--- src/rtl/div_sequencer.sv ---
// -----------------------------------------------------------------------------
// div_sequencer
//
// Multi-cycle iterative divider and controller for the RV32M DIV, DIVU, REM
// and REMU operations. The execute stage hands an operation over through a
// valid/ready request and stalls on `busy` until the result is returned
// through a valid/ready response. The core is a radix-2 restoring divider
// that runs one step per cycle, for 32 steps, on operand magnitudes. The
// sign is fixed up on the way into the result register.
//
// Ports:
//   clk         system clock, rising-edge active
//   rst_n       asynchronous active-low reset
//   req_valid   execute stage presents a divide operation
//   req_ready   request can be accepted (IDLE only)
//   opa         dividend
//   opb         divisor
//   funct3      RV32M funct3; [0]=unsigned, [1]=remainder ([2] ignored)
//   flush       pipeline squash; abandons any operation in progress
//   resp_valid  registered result available (DONE)
//   resp_ready  consumer takes the result
//   result      quotient or remainder, sign-corrected, registered
//   busy        high in CALC or DONE; execute-stage stall
//
// Build option:
//   DIV_SEQUENCER_EARLY_OUT_EN - when defined, an operation whose dividend
//   magnitude is below the divisor magnitude completes on the accept edge
//   (quotient 0, remainder = dividend) rather than iterating.
// -----------------------------------------------------------------------------
module div_sequencer #(
  parameter int unsigned XLEN  = 32,
  parameter int unsigned CNT_W = 5
) (
  input  logic            clk,
  input  logic            rst_n,
  input  logic            req_valid,
  output logic            req_ready,
  input  logic [XLEN-1:0] opa,
  input  logic [XLEN-1:0] opb,
  input  logic [2:0]      funct3,
  input  logic            flush,
  output logic            resp_valid,
  input  logic            resp_ready,
  output logic [XLEN-1:0] result,
  output logic            busy
);

  localparam logic [1:0] ST_IDLE = 2'd0;
  localparam logic [1:0] ST_CALC = 2'd1;
  localparam logic [1:0] ST_DONE = 2'd2;

  localparam logic [XLEN-1:0] INT_MIN = {1'b1, {(XLEN-1){1'b0}}};

  // ---------------------------------------------------------------------------
  // State
  // ---------------------------------------------------------------------------
  logic [1:0]       r_state;
  logic [CNT_W-1:0] r_cnt;
  logic [XLEN-1:0]  r_rem;      // partial remainder accumulator
  logic [XLEN-1:0]  r_quo;      // dividend shifts out, quotient bits shift in
  logic [XLEN-1:0]  r_dvsr;     // divisor magnitude
  logic             r_neg_q;
  logic             r_neg_r;
  logic             r_sel_rem;  // funct3[1] of the accepted operation
  logic [XLEN-1:0]  r_result;
  logic             r_resp_valid;

  // funct3[2] is always 1 for M-extension divides and carries no information.
  logic w_unused;
  assign w_unused = funct3[2];

  // ---------------------------------------------------------------------------
  // Request decode (only meaningful in IDLE)
  // ---------------------------------------------------------------------------
  logic            w_signed;
  logic            w_neg_a;
  logic            w_neg_b;
  logic [XLEN-1:0] w_abs_a;
  logic [XLEN-1:0] w_abs_b;
  logic            w_div_zero;
  logic            w_overflow;
  logic            w_early;
  logic            w_short;     // operation completes on the accept edge
  logic [XLEN-1:0] w_short_res;

  assign w_signed   = ~funct3[0];
  assign w_neg_a    = w_signed & opa[XLEN-1];
  assign w_neg_b    = w_signed & opb[XLEN-1];
  assign w_abs_a    = w_neg_a ? (~opa + 1'b1) : opa;
  assign w_abs_b    = w_neg_b ? (~opb + 1'b1) : opb;
  assign w_div_zero = (opb == '0);
  assign w_overflow = w_signed & (opa == INT_MIN) & (opb == '1);

`ifdef DIV_SEQUENCER_EARLY_OUT_EN
  assign w_early = (w_abs_a < w_abs_b);
`else
  assign w_early = 1'b0;
`endif

  assign w_short = w_div_zero | w_overflow | w_early;

  // Results of the operations that bypass CALC. Divide-by-zero and the early
  // case both leave the original dividend as remainder, so no sign fix-up is
  // needed; overflow yields INT_MIN with zero remainder.
  always_comb begin
    w_short_res = '0;
    if (w_div_zero) begin
      w_short_res = funct3[1] ? opa : '1;
    end else if (w_overflow) begin
      w_short_res = funct3[1] ? '0 : INT_MIN;
    end else begin
      w_short_res = funct3[1] ? opa : '0;
    end
  end

  // ---------------------------------------------------------------------------
  // One restoring step
  // ---------------------------------------------------------------------------
  logic [XLEN:0]   w_shift;     // {rem, quo} shifted left, upper XLEN+1 bits
  logic [XLEN:0]   w_trial;
  logic            w_ge;
  logic [XLEN-1:0] w_rem_nxt;
  logic [XLEN-1:0] w_quo_nxt;
  logic [XLEN-1:0] w_q_fix;
  logic [XLEN-1:0] w_r_fix;
  logic [XLEN-1:0] w_calc_res;

  assign w_shift   = {r_rem, r_quo[XLEN-1]};
  assign w_trial   = w_shift - {1'b0, r_dvsr};
  assign w_ge      = ~w_trial[XLEN];
  assign w_rem_nxt = w_ge ? w_trial[XLEN-1:0] : w_shift[XLEN-1:0];
  assign w_quo_nxt = {r_quo[XLEN-2:0], w_ge};

  // Sign correction is applied to the final step's values so the result
  // register is loaded on the same edge that enters DONE.
  assign w_q_fix    = r_neg_q ? (~w_quo_nxt + 1'b1) : w_quo_nxt;
  assign w_r_fix    = r_neg_r ? (~w_rem_nxt + 1'b1) : w_rem_nxt;
  assign w_calc_res = r_sel_rem ? w_r_fix : w_q_fix;

  // ---------------------------------------------------------------------------
  // Sequencer
  // ---------------------------------------------------------------------------
  always_ff @(posedge clk or negedge rst_n) begin
    if (!rst_n) begin
      r_state      <= ST_IDLE;
      r_cnt        <= '0;
      r_rem        <= '0;
      r_quo        <= '0;
      r_dvsr       <= '0;
      r_neg_q      <= 1'b0;
      r_neg_r      <= 1'b0;
      r_sel_rem    <= 1'b0;
      r_result     <= '0;
      r_resp_valid <= 1'b0;
    end else if (flush) begin
      r_state      <= ST_IDLE;
      r_resp_valid <= 1'b0;
    end else begin
      case (r_state)
        ST_IDLE: begin
          if (req_valid) begin
            r_sel_rem <= funct3[1];
            r_neg_q   <= w_neg_a ^ w_neg_b;
            r_neg_r   <= w_neg_a;
            r_dvsr    <= w_abs_b;
            r_quo     <= w_abs_a;
            r_rem     <= '0;
            r_cnt     <= '1;
            if (w_short) begin
              r_state      <= ST_DONE;
              r_result     <= w_short_res;
              r_resp_valid <= 1'b1;
            end else begin
              r_state <= ST_CALC;
            end
          end
        end
        ST_CALC: begin
          r_rem <= w_rem_nxt;
          r_quo <= w_quo_nxt;
          if (r_cnt == '0) begin
            r_state      <= ST_DONE;
            r_result     <= w_calc_res;
            r_resp_valid <= 1'b1;
          end else begin
            r_cnt <= r_cnt - CNT_W'(1);
          end
        end
        ST_DONE: begin
          if (resp_ready) begin
            r_state      <= ST_IDLE;
            r_resp_valid <= 1'b0;
          end
        end
        default: begin
          r_state      <= ST_IDLE;
          r_resp_valid <= 1'b0;
        end
      endcase
    end
  end

  // ---------------------------------------------------------------------------
  // Outputs
  // ---------------------------------------------------------------------------
  assign req_ready  = (r_state == ST_IDLE);
  assign busy       = (r_state == ST_CALC) | (r_state == ST_DONE);
  assign resp_valid = r_resp_valid;
  assign result     = r_result;

`ifndef SYNTHESIS
  a_valid_in_done : assert property (@(posedge clk) disable iff (!rst_n)
    r_resp_valid == (r_state == ST_DONE));
  a_legal_state : assert property (@(posedge clk) disable iff (!rst_n)
    r_state != 2'd3);
`endif

endmodule
--- config.mk ---
export PLATFORM = sky130hd
export DESIGN_NAME = div_sequencer
export DESIGN_NICKNAME = d
export VERILOG_FILES = /design/src/rtl/div_sequencer.sv
export SDC_FILE = /design/constraint.sdc
export NUM_CORES = 1
export LEC_CHECK = 0
export BUFFER_PORTS_ARGS = -buffer_cell sky130_fd_sc_hd__buf_2
export CORE_ASPECT_RATIO = 1.25
export CORE_MARGIN = 10
export CORE_UTILIZATION = 56
export DETAILED_ROUTE_END_ITERATION = 10
export GPL_ROUTABILITY_DRIVEN = 0
export PLACE_DENSITY = 0.79
export SLEW_MARGIN = 20
export SYNTH_ARGS = -nofsm -noshare
export SYNTH_HDL_FRONTEND = slang
export SYNTH_SLANG_ARGS = --single-unit
--- constraint.sdc ---
create_clock -name clk -period 4.9 [get_ports clk]
set_clock_uncertainty 0.1 [all_clocks]
set_input_delay 0.98 -clock clk [delete_from_list [all_inputs] [get_ports clk]]
set_output_delay 0.98 -clock clk [all_outputs]
set_load 0.1 [all_outputs]
After elaboration in Yosys (flattened, before gate mapping)

Cells that the tools add are included.
W data, S select, Z words.

Add/sub/neg operators: 6
Equal/unequal tests: 12
Reductions and logical operators: 10
Bitwise logic cells: 14
Muxes and demuxes: 34

Operator list:

| kind                    | count |
|---|---|
| $mux W32                | 16 |
| $pmux W32 S2            | 3 |
| $add A32 B1 Y32 const B | 4 |
| $not A32 Y32            | 4 |
| $eq A32 B32 Y1 const B  | 2 |
| $sub A33 B32 Y33        | 1 |
| $logic_not A32 Y1       | 1 |
| $mux W2                 | 5 |
| $mux W5                 | 2 |
| $pmux W5 S2             | 1 |
| $reduce_and A3 Y1       | 3 |
| $reduce_and A4 Y1       | 2 |
| $ne A2 B2 Y1 const B    | 3 |
| $ne A3 B3 Y1 const B    | 2 |
| $pmux W2 S3             | 1 |
| $logic_not A5 Y1        | 1 |
| $mux W1                 | 5 |
| $reduce_and A5 Y1       | 1 |
| $sub A5 B1 Y5 const B   | 1 |
| $and A1 B1 Y1           | 4 |
| $ne A3 B1 Y1 const B    | 1 |
| $ne A3 B2 Y1 const B    | 1 |
| $not A1 Y1              | 3 |
| $pmux W1 S3             | 1 |
| 7 further kinds         | 8 |

Flip-flop bits (word level): 139
Input port bits: 72
Output and inout bits: 35

Logic depth before layout (Yosys ltp)

Gate-level depths: netlist of the first run.

Depth after elaboration: 8
Gate-level depth with buffers: 26

Worst setup path before layout of the first run

No wires, ideal clock.

Kind: reg-to-reg
Start: reg r_quo[31]
End: reg r_result[16], in the netlist result[16]
Path slack: -0.109 ns
Clock period less this slack: 5.009 ns
Stages on the path, launching flop included: 25
Buffers on the path: 2
Data arrival time: 4.783 ns
Data required time: 4.675 ns
Library setup time: 0.125 ns
Cells stage by stage: dfrtp_1 -> inv_1 -> ha_1 -> inv_1 -> fa_1 -> a211oi_2 -> o21ai_2 -> o21a_1 -> o21ai_1 -> a21boi_4 -> nor2_2 -> inv_2 -> buf_2 -> buf_1 -> nor2_1 -> a21oi_1 -> ha_1 -> and2_1 -> nand2_1 -> a21oi_1 -> nor4_1 -> a221oi_4 -> a2111oi_0 -> o31ai_1 -> mux2_2

Longest elaborated chain between the ends: 8
Elaborated cells between the ends (all ways): 12

Ends and longest elaborated chain:

| item                                   | line     | RTL |
|---|---|---|
| start, declared                        | 60       | `logic [XLEN-1:0] r_quo;` |
| start signal, assigned                 | 166      | `r_quo <= w_abs_a;` |
| start signal, assigned                 | 180      | `r_quo <= w_quo_nxt;` |
| $sub A33 B32 Y33                       | 129      | `assign w_trial = w_shift - {1'b0, r_dvsr};` |
| $mux W32 or $not A1 Y1 (tied branches) | 131, 130 |  |
| $not A32 Y32 (on tied branches)        | 137, 136 |  |
| $add A32 B1 Y32 (on tied branches)     | 137, 136 |  |
| $mux W32 (on tied branches)            | 137, 136 |  |
| $mux W32 *                             | 138      | `assign w_calc_res = r_sel_rem ? w_r_fix : w_q_fix;` |
| $mux W32 *                             | 181      | `if (r_cnt == '0) begin` |
| $pmux W32 S2 *                         | 159      | `case (r_state)` |
| end signal, assigned                   | 171      | `r_result <= w_short_res;` |
| end signal, assigned                   | 183      | `r_result <= w_calc_res;` |
| end, declared                          | 65       | `logic [XLEN-1:0] r_result;` |

Every way passes the cells marked *; elsewhere a longest branch is shown, timed or not. The select of a mux whose other input is x is not followed.
A chain may end at the register's enable or synchronous reset.

Worst setup path after layout of the first run

Start: reg r_dvsr[0]
End: reg r_result[28], in the netlist result[28]

Longest elaborated chain between the ends: 8
Elaborated cells between the ends (all ways): 12

Ends and longest elaborated chain:

| item                                   | line     | RTL |
|---|---|---|
| start, declared                        | 61       | `logic [XLEN-1:0] r_dvsr;` |
| start signal, assigned                 | 165      | `r_dvsr <= w_abs_b;` |
| $sub A33 B32 Y33 *                     | 129      |  |
| $mux W32 or $not A1 Y1 (tied branches) | 131, 130 |  |
| $not A32 Y32 (on tied branches)        | 137, 136 |  |
| $add A32 B1 Y32 (on tied branches)     | 137, 136 |  |
| $mux W32 (on tied branches)            | 137, 136 |  |
| $mux W32 *                             | 138      |  |
| $mux W32 *                             | 181      |  |
| $pmux W32 S2 *                         | 159      |  |

Marks and branches as above.

==> results list, run 1 <==
* # DRC: 0
- Number of filler instances in the final layout: 1814
- In this run the clock root is driven by a sky130_fd_sc_hd__clkbuf_16.
* Synth top area cells: sky130_fd_sc_hd__dfrtp_1 29%, sky130_fd_sc_hd__o21ai_0 6.8%, sky130_fd_sc_hd__nand2_1 6.4%, sky130_fd_sc_hd__xnor2_1 5.4%, sky130_fd_sc_hd__a21oi_1 4.4%
- Most frequent cell after synthesis: sky130_fd_sc_hd__nand2_1
- Final Critical Period: 4637 ps
- Clock latency of the later-clocked register in the worst-skew pair: 450 ps
* Vias: 12550
- Cell count after synthesis: 1561
* Cell types with the highest counts after synthesis: 207 x sky130_fd_sc_hd__nand2_1, 164 x sky130_fd_sc_hd__o21ai_0, 139 x sky130_fd_sc_hd__dfrtp_1, 121 x sky130_fd_sc_hd__nor2_1, 106 x sky130_fd_sc_hd__a21oi_1
- Aggregate routed wire length: 39190 microns
* Initial DRC Count: 1203
- The initialized floorplan defines 60 standard-cell rows.
- The startpoint identified for the worst register-to-register timing path is r_dvsr[0]$_DFFE_PN0P_.
* Via-per-instance ratio: 6.420
* Initial Util: 56.60%
- After clock tree synthesis, the flow added hold-fix buffers numbering 0.
- Summed over all failing endpoints, the final setup total negative slack is 0 ps.
* End of the critical path: result[28]$_DFFE_PN0P_
- Core footprint: 0.02140 sq mm
* DIE WIDTH: 151.5 microns
- The via count of the first global-routing pass was 11940.
- In this run the critical register-to-register path is captured at result[28]$_DFFE_PN0P_.
- Once routing completed, OpenROAD measured the worst setup slack at 263.2 ps.
- Antenna viol nets, final: 0
- Setup violations remaining at the end of the flow were counted as 0.
- Library cell with the largest summed area after synthesis: sky130_fd_sc_hd__dfrtp_1
* Fraction of synthesized cell area taken by the top area cell type: 28.72%
* Worst hold path type: flip-flop to flip-flop
- The number of antenna violations at the first check in global routing was 0.
- Critical Path End Type: flip-flop
- Number of CTS-inserted buffers: 17
- FMAX: 215.7 MHz
- Total inserted antenna cells: 0
- All-Layer GR Usage: 27.60%
- Floorplan die height: 184.4 microns
- Pin placement for this block handled 107 I/O pins.
- For this run, the number of Yosys warnings is 0.
- Classification of the worst setup path: flip-flop to flip-flop
- Remaining max-slew budget at the tightest pin: 35.20%
- Counting flops with an async set or reset pin after synthesis yields a share of 100.0%.
- Counting flops and latches in the post-synthesis netlist gives 139.
* Number of enable-type register cells in the synthesized netlist: 0
- Bufs on Longest Clock Path: 2
- Clk sinks: 139
- Data arrives at the worst endpoint at 4860 ps.
- For this run, the leading register cell type out of synthesis is sky130_fd_sc_hd__dfrtp_1.
- Post-synthesis average cell area: 7.757 sq um
- TritonCTS built the clock tree.
* Count of nets after finishing: 1778
- At the placement stage, the worst setup path has a slack of 71.69 ps.
- For the pin with the worst max-slew slack, the measured transition is 968.5 ps.
- Worst hold path cell count: 2
- Once layout is done, the placed cells without fillers occupy 0.01388 sq mm.
- For this run, the register share of the synthesized area comes to 28.72%.
* Post-Place Cell Area: 0.01312 sq mm
* Max Cap Violations: 0
- Die outline area: 0.02794 sq mm
* Global route overflow: 0
- From synthesis to final layout, the design area changed by 14.61%.
* Final hold vios: 0
- Number of distinct library cells after synthesis: 90
- First drt pass iteration count: 6
- After synthesis the cells add up to 0.01211 sq mm.
* Max FO, Critical Path: 6
* Placed wire-length estimate after detailed placement: 29590 microns
* First-pass GRT wire length: 61760 microns
- Period utilisation layout: 94.63%
- Fraction of layout cells with a size suffix above 1: 15.75%
* Clock slew at reported path FFs: 60 ps
- The flow ran to the end, and the final reports show no timing, DRC or antenna violations.
* Pin count of the biggest net entering global routing: 69
* Synthesized Nets: 1676
- Sort of element at the start of the critical path: flip-flop
* Count of buffers inserted at the top-level ports: 105
* Worst reg2reg setup slack: 260 ps
* Endpoint required time on the critical path: 5120 ps
* Detailed-route wire length per cell: 20.05 microns
* FF-to-FF path depth: 22
- The max-slew violation count was 0.
* Number of levels in the clock H-tree: 4
- The critical path starts at r_dvsr[0]$_DFFE_PN0P_.
[state kept, by name (all words and copies together), names as in the netlist]
name and flops:
resp_valid 1, r_cnt 5, r_sel_rem 1, result 32
r_neg_q 1, r_neg_r 1, r_rem 32, r_state 2
r_quo 32, r_dvsr 32
[critical path: stages (launching register included)]
cell	delay, ps
sky130_fd_sc_hd__dfrtp_1	460
sky130_fd_sc_hd__ha_1	210
sky130_fd_sc_hd__inv_1	50
sky130_fd_sc_hd__fa_2	370
sky130_fd_sc_hd__a211oi_4	310
sky130_fd_sc_hd__o21ai_4	120
sky130_fd_sc_hd__o21a_1	220
sky130_fd_sc_hd__o21ai_2	200
sky130_fd_sc_hd__a21boi_4	100
sky130_fd_sc_hd__nor2_4	140
sky130_fd_sc_hd__inv_2	80
sky130_fd_sc_hd__mux2i_2	220
sky130_fd_sc_hd__ha_2	220
sky130_fd_sc_hd__inv_1	50
sky130_fd_sc_hd__nor2_1	140
sky130_fd_sc_hd__o2111ai_1	140
sky130_fd_sc_hd__a21oi_2	190
sky130_fd_sc_hd__nor4_4	90
sky130_fd_sc_hd__a221oi_4	320
sky130_fd_sc_hd__nand2_2	150
sky130_fd_sc_hd__nor4_2	310
sky130_fd_sc_hd__mux2i_1	230
sky130_fd_sc_hd__o21ai_1	90
[repair_timing]
| item | CTS | global route |
|---|---|---|
| resized for setup | 0 | 29 |
| buffers inserted | 0 | 5 |
| endpoints found under the setup margin | 0 | 15 |
[area by class of cell]
type	count	area, sq um	share of cell area (%)
tap	279	349.1	2.515
clock buffer	18	439.2	3.164
multi-input combinational	1272	8230	59.30
sequential	139	3478	25.06
clock inverter	14	127.6	0.9196
inverter	67	251.5	1.812
timing repair buffer	166	1002	7.221
[kinds of logic after synthesis]
group	count (synthesis)	synth area share [%]
AO/OA/AOI/OAI	526	28.25
XOR/XNOR	130	9.403
adder cells (fa/ha/maj)	43	4.505
buffers and inverters	150	4.908
flip-flops	139	28.72
multiplexers	40	3.379
AND/OR/NAND/NOR	533	20.83
[through the flow]
stage	std cells	hold slack, ps	util, %
floorplan	1561	349.8	-
global placement	1918	361.6	61.30
detailed placement	1918	368.9	61.30
CTS	1950	386.1	63.95
global route	1955	400.9	64.87
finish	1955	380.4	64.87
[layer usage]
metal / vias up / track usage [%] / part of all wire, %
li1: 5888 / - / -
met1: 5940 / 33.31 / 39
met2: 612 / 45.02 / 48
met3: 111 / 4.589 / 6.7
met4: 0 / 16.46 / 6.0
met5: - / 0 / 0
[layout by cell type (no fill, tap or decap), types with 17 or more instances in the layout]
| cell type | instances |
|---|---|
| sky130_fd_sc_hd__nand2_1 | 206 |
| sky130_fd_sc_hd__o21ai_0 | 163 |
| sky130_fd_sc_hd__dfrtp_1 | 139 |
| sky130_fd_sc_hd__nor2_1 | 121 |
| sky130_fd_sc_hd__buf_2 | 104 |
| sky130_fd_sc_hd__a21oi_1 | 102 |
| sky130_fd_sc_hd__xnor2_1 | 74 |
| sky130_fd_sc_hd__inv_1 | 66 |
| sky130_fd_sc_hd__buf_4 | 60 |
| sky130_fd_sc_hd__xor2_1 | 56 |
| sky130_fd_sc_hd__nor3_1 | 42 |
| sky130_fd_sc_hd__ha_1 | 36 |
| sky130_fd_sc_hd__mux2i_1 | 31 |
| sky130_fd_sc_hd__nor4_1 | 28 |
| sky130_fd_sc_hd__o31ai_1 | 27 |
| sky130_fd_sc_hd__a31oi_1 | 26 |
| sky130_fd_sc_hd__o211ai_1 | 25 |
| sky130_fd_sc_hd__or3_1 | 22 |
| sky130_fd_sc_hd__a21o_1 | 21 |
| sky130_fd_sc_hd__nand2b_1 | 18 |
| sky130_fd_sc_hd__a22oi_1 | 17 |
| sky130_fd_sc_hd__clkbuf_16 | 17 |
[worst min-delay path by stage]
stage | startpoint | to | slack [ps]
CTS | r_dvsr[8]$_DFFE_PN0P_ | r_dvsr[8]$_DFFE_PN0P_ | 390
finish | r_dvsr[18]$_DFFE_PN0P_ | r_dvsr[18]$_DFFE_PN0P_ | 380
floorplan | r_dvsr[10]$_DFFE_PN0P_ | r_dvsr[10]$_DFFE_PN0P_ | 350
detailed placement | result[19]$_DFFE_PN0P_ | result[19]$_DFFE_PN0P_ | 370
global route | r_dvsr[31]$_DFFE_PN0P_ | r_dvsr[31]$_DFFE_PN0P_ | 400
global placement | result[2]$_DFFE_PN0P_ | result[2]$_DFFE_PN0P_ | 360
Power of run 1 is left out: the tool's default activity adds up to more than one toggle a clock period on the data nets, which glitch-free logic cannot reach.
==> run 2: changes to the inputs <==
--- a/config.mk
+++ b/config.mk
@@ -6,12 +6,12 @@
 export NUM_CORES = 1
 export LEC_CHECK = 0
 export BUFFER_PORTS_ARGS = -buffer_cell sky130_fd_sc_hd__buf_2
-export CORE_ASPECT_RATIO = 1.25
 export CORE_MARGIN = 10
 export CORE_UTILIZATION = 56
 export DETAILED_ROUTE_END_ITERATION = 10
 export GPL_ROUTABILITY_DRIVEN = 0
 export PLACE_DENSITY = 0.79
+export SETUP_SLACK_MARGIN = 0.3
 export SLEW_MARGIN = 20
 export SYNTH_ARGS = -nofsm -noshare
 export SYNTH_HDL_FRONTEND = slang
==> run 2 against run 1 <==
Net effect:
- first-iteration DRC count is 23% higher
- register-to-register slack about the same
- critical path type unchanged
- cell count up 0.51%
- count of clock-buffer cells in the layout did not move
- critical path depth rose by 1
- die area shrank 0.13%
- sequential share of layout area fell by 0.52 points
- non-clock buffer count grew 13
- core utilization is 2.2 points higher
- flip-flop and latch count unchanged
==> results list, run 2 (synthesis results as in run 1) <==
- Outcome: completed
- Including well taps, the total number of placed cells is 1906.
- Setup repair after global routing could not meet its margin everywhere.
- # DRC: 0
- Number of filler instances in the final layout: 1723
* Worst-Margin Slew: 1169 ps
- The max-slew violation count came to 0.
- Via-per-instance ratio: 6.632
- Final Critical Period: 4622 ps
- Sort of element at the start of the critical path: flip-flop
- First-pass GRT wire length: 66350 microns
* Pin count of the biggest net entering global routing: 92
* Max Cap Violations: 0
- Final cell count without fillers: 1965
* Clock latency of the later-clocked register in the worst-skew pair: 440 ps
- Number of levels in the clock H-tree: 4
- Counting along the longest clock path gives a buffer depth of 2.
- DIE WIDTH: 167.1 microns
- Data on the critical path is required at its endpoint by 5120 ps.
- The count of nets left with antenna violations once routing finished came out at 0.
- Count of nets after finishing: 1791
- Final design area excluding fillers: 0.01418 sq mm
- Vias: 13030
* Global route overflow: 0
- In this run the most critical hold path is launched from result[9]$_DFFE_PN0P_.
- Number of global-route vias before repair: 12400
- Number of antenna violations at the first check in global routing: 1
- The largest single stage delay on the critical path is 530 ps.
* Count of buffers inserted at the top-level ports: 105
- Along the worst hold path, the cell count comes to 2.
* Post-Place Cell Area: 0.01308 sq mm
- Synth-to-layout area growth: 17.14%
- Period utilisation layout: 94.33%
- Remaining max-slew budget at the tightest pin: 22.05%
* Critical Path End Type: flip-flop
- Die outline area: 0.02791 sq mm
* Initial Util: 57.24%
- Number of CTS-inserted buffers: 17
- Across every metal layer, demand over resource in global routing totals 28.47%.
* Clk sinks: 139
* Initial DRC Count: 1475
- FF-to-FF path depth: 23
- In this run the core area contains 53 standard-cell rows.
- Across all register-to-register paths, the minimum setup slack is 280 ps.
* Most frequent standard cell in the layout excluding fill and tap cells: sky130_fd_sc_hd__nand2_1
* Classification of the worst setup path: flip-flop to flip-flop
- Cells with a size suffix above 1 make up 18.24% of the layout.
- Final setup violation count: 0
- The worst register-to-register path begins at r_quo[31]$_DFFE_PN0P_.
- Worst hold path type: flip-flop to flip-flop
- Floorplan die height: 167.1 microns
* Reg2Reg Capture Point: result[16]$_DFFE_PN0P_
* Core footprint: 0.02115 sq mm
* Sum of negative setup slack: 0 ps
* Placed wire-length estimate after detailed placement: 29760 microns
* First drt pass iteration count: 6
- Of all nets on the critical path, the largest fanout is 6.
- Final hold vios: 0
- Most frequent cells in the layout: 207 x sky130_fd_sc_hd__nand2_1, 162 x sky130_fd_sc_hd__o21ai_0, 136 x sky130_fd_sc_hd__dfrtp_1
- Detailed-route wire length per cell: 21.02 microns
* Clock slew at reported path FFs: 60 ps
* TritonCTS clock tree: done
- The path with the worst hold slack has its endpoint at result[9]$_DFFE_PN0P_.
- Summed over all layers, the routed wires come to 41310 microns.
* Clk Tree Root Cell: sky130_fd_sc_hd__clkbuf_16
- FMAX: 216.3 MHz
- During I/O placement, the number of pins put on the boundary was 107.
* Crit path arrival time: 4840 ps
- Traced cell by cell, the critical path runs through inv_1 > ha_2 > inv_2 > fa_2 > a211oi_4 > o21ai_4 > o21a_2 > o21ai_4 > a21boi_4 > nor2_4 > inv_4 > mux2i_2 > ha_2 > inv_2 > nor2_4 > o2111ai_2 > a21oi_2 > nor4_4 > a221oi_4 > buf_4 > a2111oi_4 > o31ai_1 > mux2_2.
* Max stage delay cell, worst path: sky130_fd_sc_hd__nor4_4
run 2: cell types whose count changed in the layout (fill, tap and decap cells not counted), moves of 4 or more:
cell                       previous run  this run
sky130_fd_sc_hd__a21oi_1            102        96
sky130_fd_sc_hd__a21oi_2              5        10
sky130_fd_sc_hd__buf_4               60        74
sky130_fd_sc_hd__clkinv_2             1         5
sky130_fd_sc_hd__ha_1                36        28
sky130_fd_sc_hd__ha_2                 4         8
sky130_fd_sc_hd__ha_4                 2         6
sky130_fd_sc_hd__inv_8                4         0
run 2: how the worst max path moves through the flow:
stage,from,to,slack (ps),depth (start not counted)
floorplan,r_quo[31]$_DFFE_PN0P_,result[26]$_DFFE_PN0P_,300,24
global placement,r_quo[31]$_DFFE_PN0P_,result[28]$_DFFE_PN0P_,240,23
detailed placement,r_quo[31]$_DFFE_PN0P_,result[28]$_DFFE_PN0P_,130,23
CTS,r_quo[31]$_DFFE_PN0P_,result[26]$_DFFE_PN0P_,300,21
global route,r_quo[31]$_DFFE_PN0P_,result[16]$_DFFE_PN0P_,130,24
finish,r_quo[31]$_DFFE_PN0P_,result[16]$_DFFE_PN0P_,280,23
run 2: timing repair:
action,4_1_cts,5_1_grt
pin swaps,19,25
resized for setup,32,31
hold endpoints to repair,0,0
setup buffers,14,12
endpoints found under the setup margin,12,16
hold buffers,0,0
run 2: cell type report:
cell class,instances,area (sq um),area share [%]
multi-input combinational,1272,8429,59.42
sequential,139,3482,24.55
timing repair buffer,179,1087,7.665
clock buffer,18,439.2,3.096
tap,275,344.1,2.426
inverter,67,254.0,1.791
clock inverter,14,146.4,1.032
antenna,1,2.502,0.01764
run 2: critical path, delay by kind of cell, from the launching register on:
kind | cells | cell delay (ps)
compound gates | 10 | 1630
fa+ha+maj | 3 | 750
buf+inv | 5 | 450
flops | 1 | 410
mux | 2 | 430
simple gates | 3 | 730
run 2: layer usage:
metal	track usage, %	routed length [microns]	part of all wire, %	up-vias
met4	12.33	1719	4.2	2
li1	-	-	-	5916
met3	5.719	4076	9.9	144
met1	37.36	16650	40	6170
met2	44.46	18850	46	800
met5	0	13	0.031	-
run 2: stage by stage:
| step | hold WS, ps | utilization [%] | setup WS [ps] |
|---|---|---|---|
| 2_1_floorplan | 349.8 | - | 302.9 |
| 3_3_place_gp | 363.7 | 61.82 | 235.7 |
| 3_5_place_dp | 367.3 | 61.85 | 129.6 |
| 4_1_cts | 383.5 | 65.85 | 296.3 |
| 5_1_grt | 397.4 | 67.04 | 133.0 |
| 6_report | 377.0 | 67.06 | 277.6 |
Power of run 2 is left out for the same reason.
